--- config.mk ---
export PLATFORM = sky130hd
export DESIGN_NAME = instr_mem_sync
export DESIGN_NICKNAME = d
export VERILOG_FILES = /design/src/rtl/instr_mem_pkg.sv /design/src/rtl/instr_mem_array.sv /design/src/rtl/instr_mem_sync.sv
export SDC_FILE = /design/constraint.sdc
export NUM_CORES = 2
export LEC_CHECK = 0
export CORE_MARGIN = 5
export CORE_UTILIZATION = 46
export CTS_CLUSTER_SIZE = 12
export DETAILED_ROUTE_END_ITERATION = 8
export PLACE_DENSITY_LB_ADDON = 0.25
export SYNTH_ARGS = -nofsm -noshare
export SYNTH_HDL_FRONTEND = slang
export SYNTH_SLANG_ARGS = --single-unit
--- constraint.sdc ---
create_clock -name clk -period 2.7 [get_ports clk]
set_input_delay 0.54 -clock clk [delete_from_list [all_inputs] [get_ports clk]]
set_output_delay 0.54 -clock clk [all_outputs]
set_load 0.01 [all_outputs]
--- src/rtl/instr_mem_pkg.sv ---
// Shared constants and address helpers for the synchronous instruction memory.
package instr_mem_pkg;

   localparam logic [31:0] NOP_WORD_DEFAULT = 32'h0000_0000;

   // Addresses are widened to 64 bits so one helper serves any ADDR_W.
   function automatic logic [63:0] addr_to_idx(input logic [63:0] addr, input bit byte_addr);
      return byte_addr ? (addr >> 2) : addr;
   endfunction

   // True when the address selects a stored word and is word-aligned.
   function automatic logic addr_ok(input logic [63:0] addr, input int unsigned depth,
                                    input bit byte_addr);
      logic in_range;
      logic misaligned;
      in_range   = addr_to_idx(addr, byte_addr) < 64'(depth);
      misaligned = byte_addr && (addr[1:0] != 2'b00);
      return in_range && !misaligned;
   endfunction

endpackage

--- src/rtl/instr_mem_array.sv ---
// Word storage with a synchronous write port and a synchronous read-first read port.
module instr_mem_array #(
   parameter int unsigned DATA_W    = 32,
   parameter int unsigned DEPTH     = 128,
   parameter int unsigned IDX_W     = 7,
   parameter string       INIT_FILE = ""
) (
   input  logic              clk,
   input  logic              wr_en,
   input  logic [IDX_W-1:0]  wr_idx,
   input  logic [DATA_W-1:0] wr_data,
   input  logic              rd_en,
   input  logic [IDX_W-1:0]  rd_idx,
   output logic [DATA_W-1:0] rd_data
);

   logic [DATA_W-1:0] mem [DEPTH];

   // Write and read on the same edge; the read samples the old word (read-first).
   always_ff @(posedge clk) begin
      if (wr_en) begin
         mem[wr_idx] <= wr_data;
      end
      if (rd_en) begin
         rd_data <= mem[rd_idx];
      end
   end

endmodule

--- src/rtl/instr_mem_sync.sv ---
// Clocked instruction memory: one-cycle registered fetch with valid/error flags,
// stall/flush handling and a runtime program-load write port.
module instr_mem_sync
   import instr_mem_pkg::*;
#(
   parameter int unsigned       DATA_W    = 32,
   parameter int unsigned       DEPTH     = 128,
   parameter int unsigned       ADDR_W    = 32,
   parameter int unsigned       BYTE_ADDR = 1,
   parameter logic [DATA_W-1:0] NOP_WORD  = DATA_W'(NOP_WORD_DEFAULT),
   parameter string             INIT_FILE = ""
) (
   input  logic              clk,
   input  logic              rst_n,
   input  logic              rd_en,
   input  logic [ADDR_W-1:0] rd_addr,
   input  logic              stall,
   input  logic              flush,
   output logic [DATA_W-1:0] rd_data,
   output logic              rd_valid,
   output logic              rd_err,
   output logic              err_sticky,
   input  logic              err_clr,
   input  logic              wr_en,
   input  logic [ADDR_W-1:0] wr_addr,
   input  logic [DATA_W-1:0] wr_data
);

   localparam int unsigned SHIFT = (BYTE_ADDR != 0) ? 2 : 0;
   localparam int unsigned IDX_W = (DEPTH > 1) ? $clog2(DEPTH) : 1;

   // The address space must be able to reach every stored word.
   if ($clog2(DEPTH) > int'(ADDR_W) - int'(SHIFT)) begin : g_depth_chk
      $error("instr_mem_sync: DEPTH exceeds the addressable word range");
   end

   logic [63:0]       rd_addr_ext;
   logic [63:0]       wr_addr_ext;
   logic [IDX_W-1:0]  rd_idx;
   logic [IDX_W-1:0]  wr_idx;
   logic              rd_ok;
   logic              wr_ok;
   logic              fetch_go;
   logic              fetch_bad;
   logic              arr_rd_en;
   logic              arr_wr_en;
   logic [DATA_W-1:0] arr_rd_data;

   logic nop_sel_q;
   logic valid_q;
   logic err_q;
   logic sticky_q;

   // Address decode and fetch qualification.
   always_comb begin
      rd_addr_ext = 64'(rd_addr);
      wr_addr_ext = 64'(wr_addr);
      rd_idx      = IDX_W'(addr_to_idx(rd_addr_ext, BYTE_ADDR != 0));
      wr_idx      = IDX_W'(addr_to_idx(wr_addr_ext, BYTE_ADDR != 0));
      rd_ok       = addr_ok(rd_addr_ext, DEPTH, BYTE_ADDR != 0);
      wr_ok       = addr_ok(wr_addr_ext, DEPTH, BYTE_ADDR != 0);
      fetch_go    = rd_en && !stall && !flush;
      arr_rd_en   = fetch_go && rd_ok;
      fetch_bad   = fetch_go && !rd_ok;
      arr_wr_en   = wr_en && wr_ok;
   end

   // The array's read register only loads on good fetches, so it naturally holds
   // across stall and idle; nop_sel_q substitutes NOP_WORD after reset/flush/error.
   instr_mem_array #(
      .DATA_W    (DATA_W),
      .DEPTH     (DEPTH),
      .IDX_W     (IDX_W),
      .INIT_FILE (INIT_FILE)
   ) u_array (
      .clk     (clk),
      .wr_en   (arr_wr_en),
      .wr_idx  (wr_idx),
      .wr_data (wr_data),
      .rd_en   (arr_rd_en),
      .rd_idx  (rd_idx),
      .rd_data (arr_rd_data)
   );

   // Output control with priority flush > stall > fetch > idle.
   always_ff @(posedge clk or negedge rst_n) begin
      if (!rst_n) begin
         nop_sel_q <= 1'b1;
         valid_q   <= 1'b0;
         err_q     <= 1'b0;
      end else if (flush) begin
         nop_sel_q <= 1'b1;
         valid_q   <= 1'b0;
         err_q     <= 1'b0;
      end else if (stall) begin
         nop_sel_q <= nop_sel_q;
         valid_q   <= valid_q;
         err_q     <= err_q;
      end else if (rd_en) begin
         nop_sel_q <= !rd_ok;
         valid_q   <= 1'b1;
         err_q     <= !rd_ok;
      end else begin
         valid_q   <= 1'b0;
         err_q     <= 1'b0;
      end
   end

   // Sticky error: a new errored fetch wins over a same-edge clear.
   always_ff @(posedge clk or negedge rst_n) begin
      if (!rst_n) begin
         sticky_q <= 1'b0;
      end else if (fetch_bad) begin
         sticky_q <= 1'b1;
      end else if (err_clr) begin
         sticky_q <= 1'b0;
      end
   end

   assign rd_data    = nop_sel_q ? NOP_WORD : arr_rd_data;
   assign rd_valid   = valid_q;
   assign rd_err     = err_q;
   assign err_sticky = sticky_q;

endmodule

# Yosys cells after proc, flatten, opt, wreduce, memory -nomap -nowiden
# Memory sizes are Yosys's and may differ from the RTL's. A register that Yosys moved wholly into a read port is not among the register bits.
# Cells that the tools add are included.
# classes
order_cmp,2
eq_ne,1
mux,14
reduce_logical,17
# ops
cell,n
"30-bit by 8-bit less-than comparator with 1-bit output, second input constant",2
32-bit 2-to-1 mux,1
1-bit 2-to-1 mux,13
2-bit nonzero test,4
1-bit logical AND,7
1-bit zero test,5
"2-bit by 1-bit != test with 1-bit output, second input constant",1
2-bit AND reduction,1
# totals
reg_bits,4
ram_bits,4096
wordCells,39
memories,1
# memory_table
memory,words,width,read_ports,rd_ports_with_merged_regs,write_ports,line,text
u_array.mem,128,32,1,1,1,instr_mem_array.sv:17,logic [DATA_W-1:0] mem [DEPTH];

# Depth between registers and ports, before layout
# logic_depth
ltp_word,7
depth_mapped,8
ltp_nobuf,4

# By module
# A second synthesis with hierarchy kept.
# unflattened
cells_unflattened,6061
area_unflattened_um2,157126.9
# modules_own_cells
module,n_inst,cells_each,area_each_um2,seq_area_each_um2
instr_mem_array,1,5990,156596.4,123958.9
instr_mem_sync,1,71,530.5,101.3

# Worst setup path before layout
# No wires, ideal clock.
# synth_path
path_kind,input to register
start,in rd_addr[31]
end,reg u_array.rd_data[0] (read register of u_array.mem) (enable)
arrival_ns,4.105
t_required_ns,2.198
path_slack_ns,-1.907
cell_stages,3
path_buffers,0
path_cell_list,nor4_1 nand4_1 nor4_1
# synth_via
elab_chain_cells,3
# synth_lines
item,line,text
from (decl),instr_mem_sync.sv:16,"input logic [ADDR_W-1:0] rd_addr,"
30-bit by 8-bit less-than comparator with 1-bit output,instr_mem_pkg.sv:16,"in_range = addr_to_idx(addr, byte_addr) < 64'(depth);"
1-bit logical AND,instr_mem_pkg.sv:18,return in_range && !misaligned;
1-bit logical AND,instr_mem_sync.sv:63,arr_rd_en = fetch_go && rd_ok;
net arr_rd_en,instr_mem_sync.sv:45,logic arr_rd_en;
to (decl),instr_mem_array.sv:14,output logic [DATA_W-1:0] rd_data
# The timed path passes the listed nets, and every way through them passes these cells.
# A chain may end at the register's enable or synchronous reset.

# Worst setup path after layout
# layout_path
start,in rd_addr[2]
end,reg u_array.rd_data[29] (read register of u_array.mem) (data pin)
# layout_via
elab_chain_cells,3
# layout_lines
item,line
30-bit by 8-bit less-than comparator with 1-bit output,instr_mem_pkg.sv:16
1-bit logical AND,instr_mem_pkg.sv:18
1-bit logical AND,instr_mem_sync.sv:63
# Parallel ways exist; a longest one is shown, timed or not.

==> flow_metrics.env <==
export IMPL_globalRouteOverflowTotal=0
export IMPL_violations="negative setup slack"
export IMPL_hold_class="in -> reg"
export IMPL_final_area_um2=187000
export IMPL_synth_area_leaders="edfxtp_1 79%, mux4_2 19%, clkbuf_1 0.45%"
export IMPL_coreArea_um2=340000
export IMPL_worstHoldEndpoint="u_array.mem[125][26]$_DFFE_PP_"
export IMPL_final_common_cell="edfxtp_1"
export IMPL_synthesis_instances=6048
export IMPL_rr_startpoint="u_array.mem[127][20]$_DFFE_PP_"
export IMPL_outcome="finished with violations"
export IMPL_rsz0062_at_grt="true"
export IMPL_finClkSkew_ns=0.0581
export IMPL_instances_no_fill=11900
export IMPL_netlist_area_um2=157000
export IMPL_drc_errors=0
export IMPL_drt_iter0_drc=10200
export IMPL_dpl_hpwl_mm=254
export IMPL_worstMarginPinSlew_ns=0.904
export IMPL_yosys_warnings=0
export IMPL_num_vias=74000
export IMPL_multi_input_area_um2=32700
export IMPL_clockPowerShare_pct=40.0
export IMPL_slew_viol_final=0
export IMPL_internal_power_mw=102
export IMPL_crit_arrival_ns=3.50
export IMPL_grt_pass1_wl_mm=587
export IMPL_fill_cells=24400
export IMPL_cts_buffer_depth=4
export IMPL_p_sw_share_pct=21.0
export IMPL_combPwrFrac_pct=5.6
export IMPL_start_util_pct=46.2
export IMPL_nets=7219
export IMPL_hold_viol_final=0
export IMPL_dr_pass1_iters=7
export IMPL_ff2ff_path_depth=4
export IMPL_mostFrequentLayoutCells="4,128 x edfxtp_1, 1,344 x mux4_2, 470 x buf_4, 420 x clkbuf_16, 349 x buf_12"
export IMPL_setup_viol=14
export IMPL_antenna_found_initial=52
export IMPL_end_kind="register"
export IMPL_synth_seq_cells=4132
export IMPL_portBuffers=137
export IMPL_switchingPower_mw=27.3
export IMPL_seq_power_share_pct=54.4
export IMPL_min_path_cells=1
export IMPL_drt_wl_total_mm=418
export IMPL_slew_headroom_pct=39.8
export IMPL_num_io_pins=138
export IMPL_layout_setup_ws_ns=-0.0728
export IMPL_grt_max_degree=129
export IMPL_drive_above_1_share_pct=39.1
export IMPL_worstHoldStart="wr_data[26]"
export IMPL_yosysTopAreaCell="edfxtp_1"
export IMPL_rr_endpoint="u_array.rd_data[20]$_DFFE_PP_"
export IMPL_clk_pin_slew_ns=0.06
export IMPL_synth_nets=6151
export IMPL_cts_root_buf="clkbuf_16"
export IMPL_cts_sinks=4132
export IMPL_ant_nets=0
export IMPL_finalSetupTns_ns=-0.353
export IMPL_period_needed_ns=2.77
export IMPL_cts_tree="yes"
export IMPL_cp_required_ns=3.42
export IMPL_regArea_um2=124000
export IMPL_ir_worst_vdd_mv=0.525
export IMPL_finalPower_mw=130
export IMPL_yosysTopAreaCellShare_pct=78.9
export IMPL_crit_fanout=7
export IMPL_yosys_cell_types_count=28
export IMPL_hold_ws_ns=0.0631
export IMPL_ys_seq_area_share_pct=79.0
export IMPL_place_congestion=0.854
export IMPL_fp_row_count=214
export IMPL_die_area_um2=353000
export IMPL_worst_setup_path_start_kind="input port"
export IMPL_cts_buffers=413
export IMPL_postPlaceCellArea_um2=174000
export IMPL_syn_to_final_growth_pct=19.1
export IMPL_wl_per_cell_um=35.0
export IMPL_vias_per_cell=6.20
export IMPL_grt_pass1_vias=74900
export IMPL_dieWidth_um=594
export IMPL_p_per_area_nw_per_um2=693
export IMPL_fin_crit_sh_pct=103
export IMPL_maxCapViolCount=0
export IMPL_power_leakage_nw=58.3
export IMPL_syn_avg_cell_area_um2=26.0
export IMPL_track_usage_pct=23.5
export IMPL_clock_latency_ns=1.00
export IMPL_fp_dieH_um=594
export IMPL_dp_cells=11200
export IMPL_cts_max_level=5
export IMPL_reg2reg_slack_ns=-0.05
export IMPL_critPathKind="in -> reg"
export IMPL_fmax_ghz=0.361
state kept, by name (all words and copies together) (netlist names):
register         flops
err_sticky           1
nop_sel_q            1
u_array.mem       4096
rd_err               1
rd_valid             1
u_array.rd_data     32
power groups by stage:
stage / logic (mW) / clock network, mW / registers, mW
finish: 7.25 / 51.8 / 70.6
global route: 7.57 / 55.6 / 70.5
CTS: 7.22 / 52.7 / 70.6
detailed placement: 7.04 / 0 / 71.9
global placement: 6.93 / 0 / 71.9
floorplan: 3.31 / 0 / 71.9
final cells by class:
class / instances / share of cell area [%]
clock inverter: 122 / 0.491
sequential: 4132 / 66.3
multi-input combinational: 1598 / 17.5
antenna: 35 / 0.0468
tap: 4536 / 3.04
timing repair buffer: 969 / 6.74
clock buffer: 543 / 5.84
inverter: 2 / 0.00401
routing by layer:
| layer | vias to the layer above | GRT usage [%] | routed length (µm) |
|---|---|---|---|
| met4 | 0 | 7.07 | 13300 |
| met3 | 605 | 4.24 | 37200 |
| met2 | 3857 | 36.9 | 201000 |
| li1 | 28800 | - | - |
| met5 | - | 0 | 0 |
| met1 | 40700 | 34.2 | 167000 |
synth_stat cells, drive strengths merged:
cell and n:
a21oi 1, and2 1, and3 1, and4 1, buf 127, clkbuf 189
dfrtp 3, dfstp 1, edfxtp 4128, inv 2, mux2 32, mux4 1344
nand2 11, nand2b 1, nand3 8, nand4 6, nand4b 4, nor2 134
nor2b 38, nor3 1, nor4 11, nor4b 1, o211ai 1, o31ai 1
o32ai 1
stage by stage:
step | utilization [%] | setup WS, ns
after floorplan | - | -0.577
after global placement | 51.2 | -1.24
after detailed placement | 51.2 | -1.26
after CTS | 54.9 | -0.0414
after global routing | 55.0 | -0.0595
final | 55.0 | -0.0728
worst max-delay path by stage:
stage | startpoint | to | slack [ns] | depth (start not counted)
finish | rd_addr[2] | u_array.rd_data[29]$_DFFE_PP_ | -0.07 | 8
CTS | u_array.mem[127][25]$_DFFE_PP_ | u_array.rd_data[25]$_DFFE_PP_ | -0.04 | 4
global placement | rd_addr[2] | u_array.rd_data[29]$_DFFE_PP_ | -1.24 | 9
global route | u_array.mem[86][28]$_DFFE_PP_ | u_array.rd_data[28]$_DFFE_PP_ | -0.06 | 4
detailed placement | rd_addr[2] | u_array.rd_data[29]$_DFFE_PP_ | -1.26 | 9
floorplan | rd_addr[2] | u_array.rd_data[11]$_DFFE_PP_ | -0.58 | 7
worst max-delay path: stages:
cell and delay [ns]:
buf_16 0.17, buf_16 0.18, buf_16 0.16, buf_4 0.20
mux4_2 0.51, mux4_2 0.61, mux4_2 0.71, mux2_4 0.33
logic make-up after synthesis:
kind of cell | Yosys count | synth area share (%)
buffers and inverters | 318 | 0.823
flip-flops | 4132 | 79.0
multiplexers | 1376 | 19.5
AO/OA/AOI/OAI | 4 | 0.0183
AND/OR/NAND/NOR | 218 | 0.640
timing repair:
| action | 4_1_cts | 5_1_grt |
|---|---|---|
| gates cloned | 13 | 2 |
| setup endpoints to repair | 52 | 22 |
| endpoints found under the hold margin | 97 | 0 |
| buffers inserted | 16 | 15 |
| resized for setup | 141 | 15 |
| hold buffers | 6 | 0 |
No activity file was read; power rests on OpenSTA's default activity.
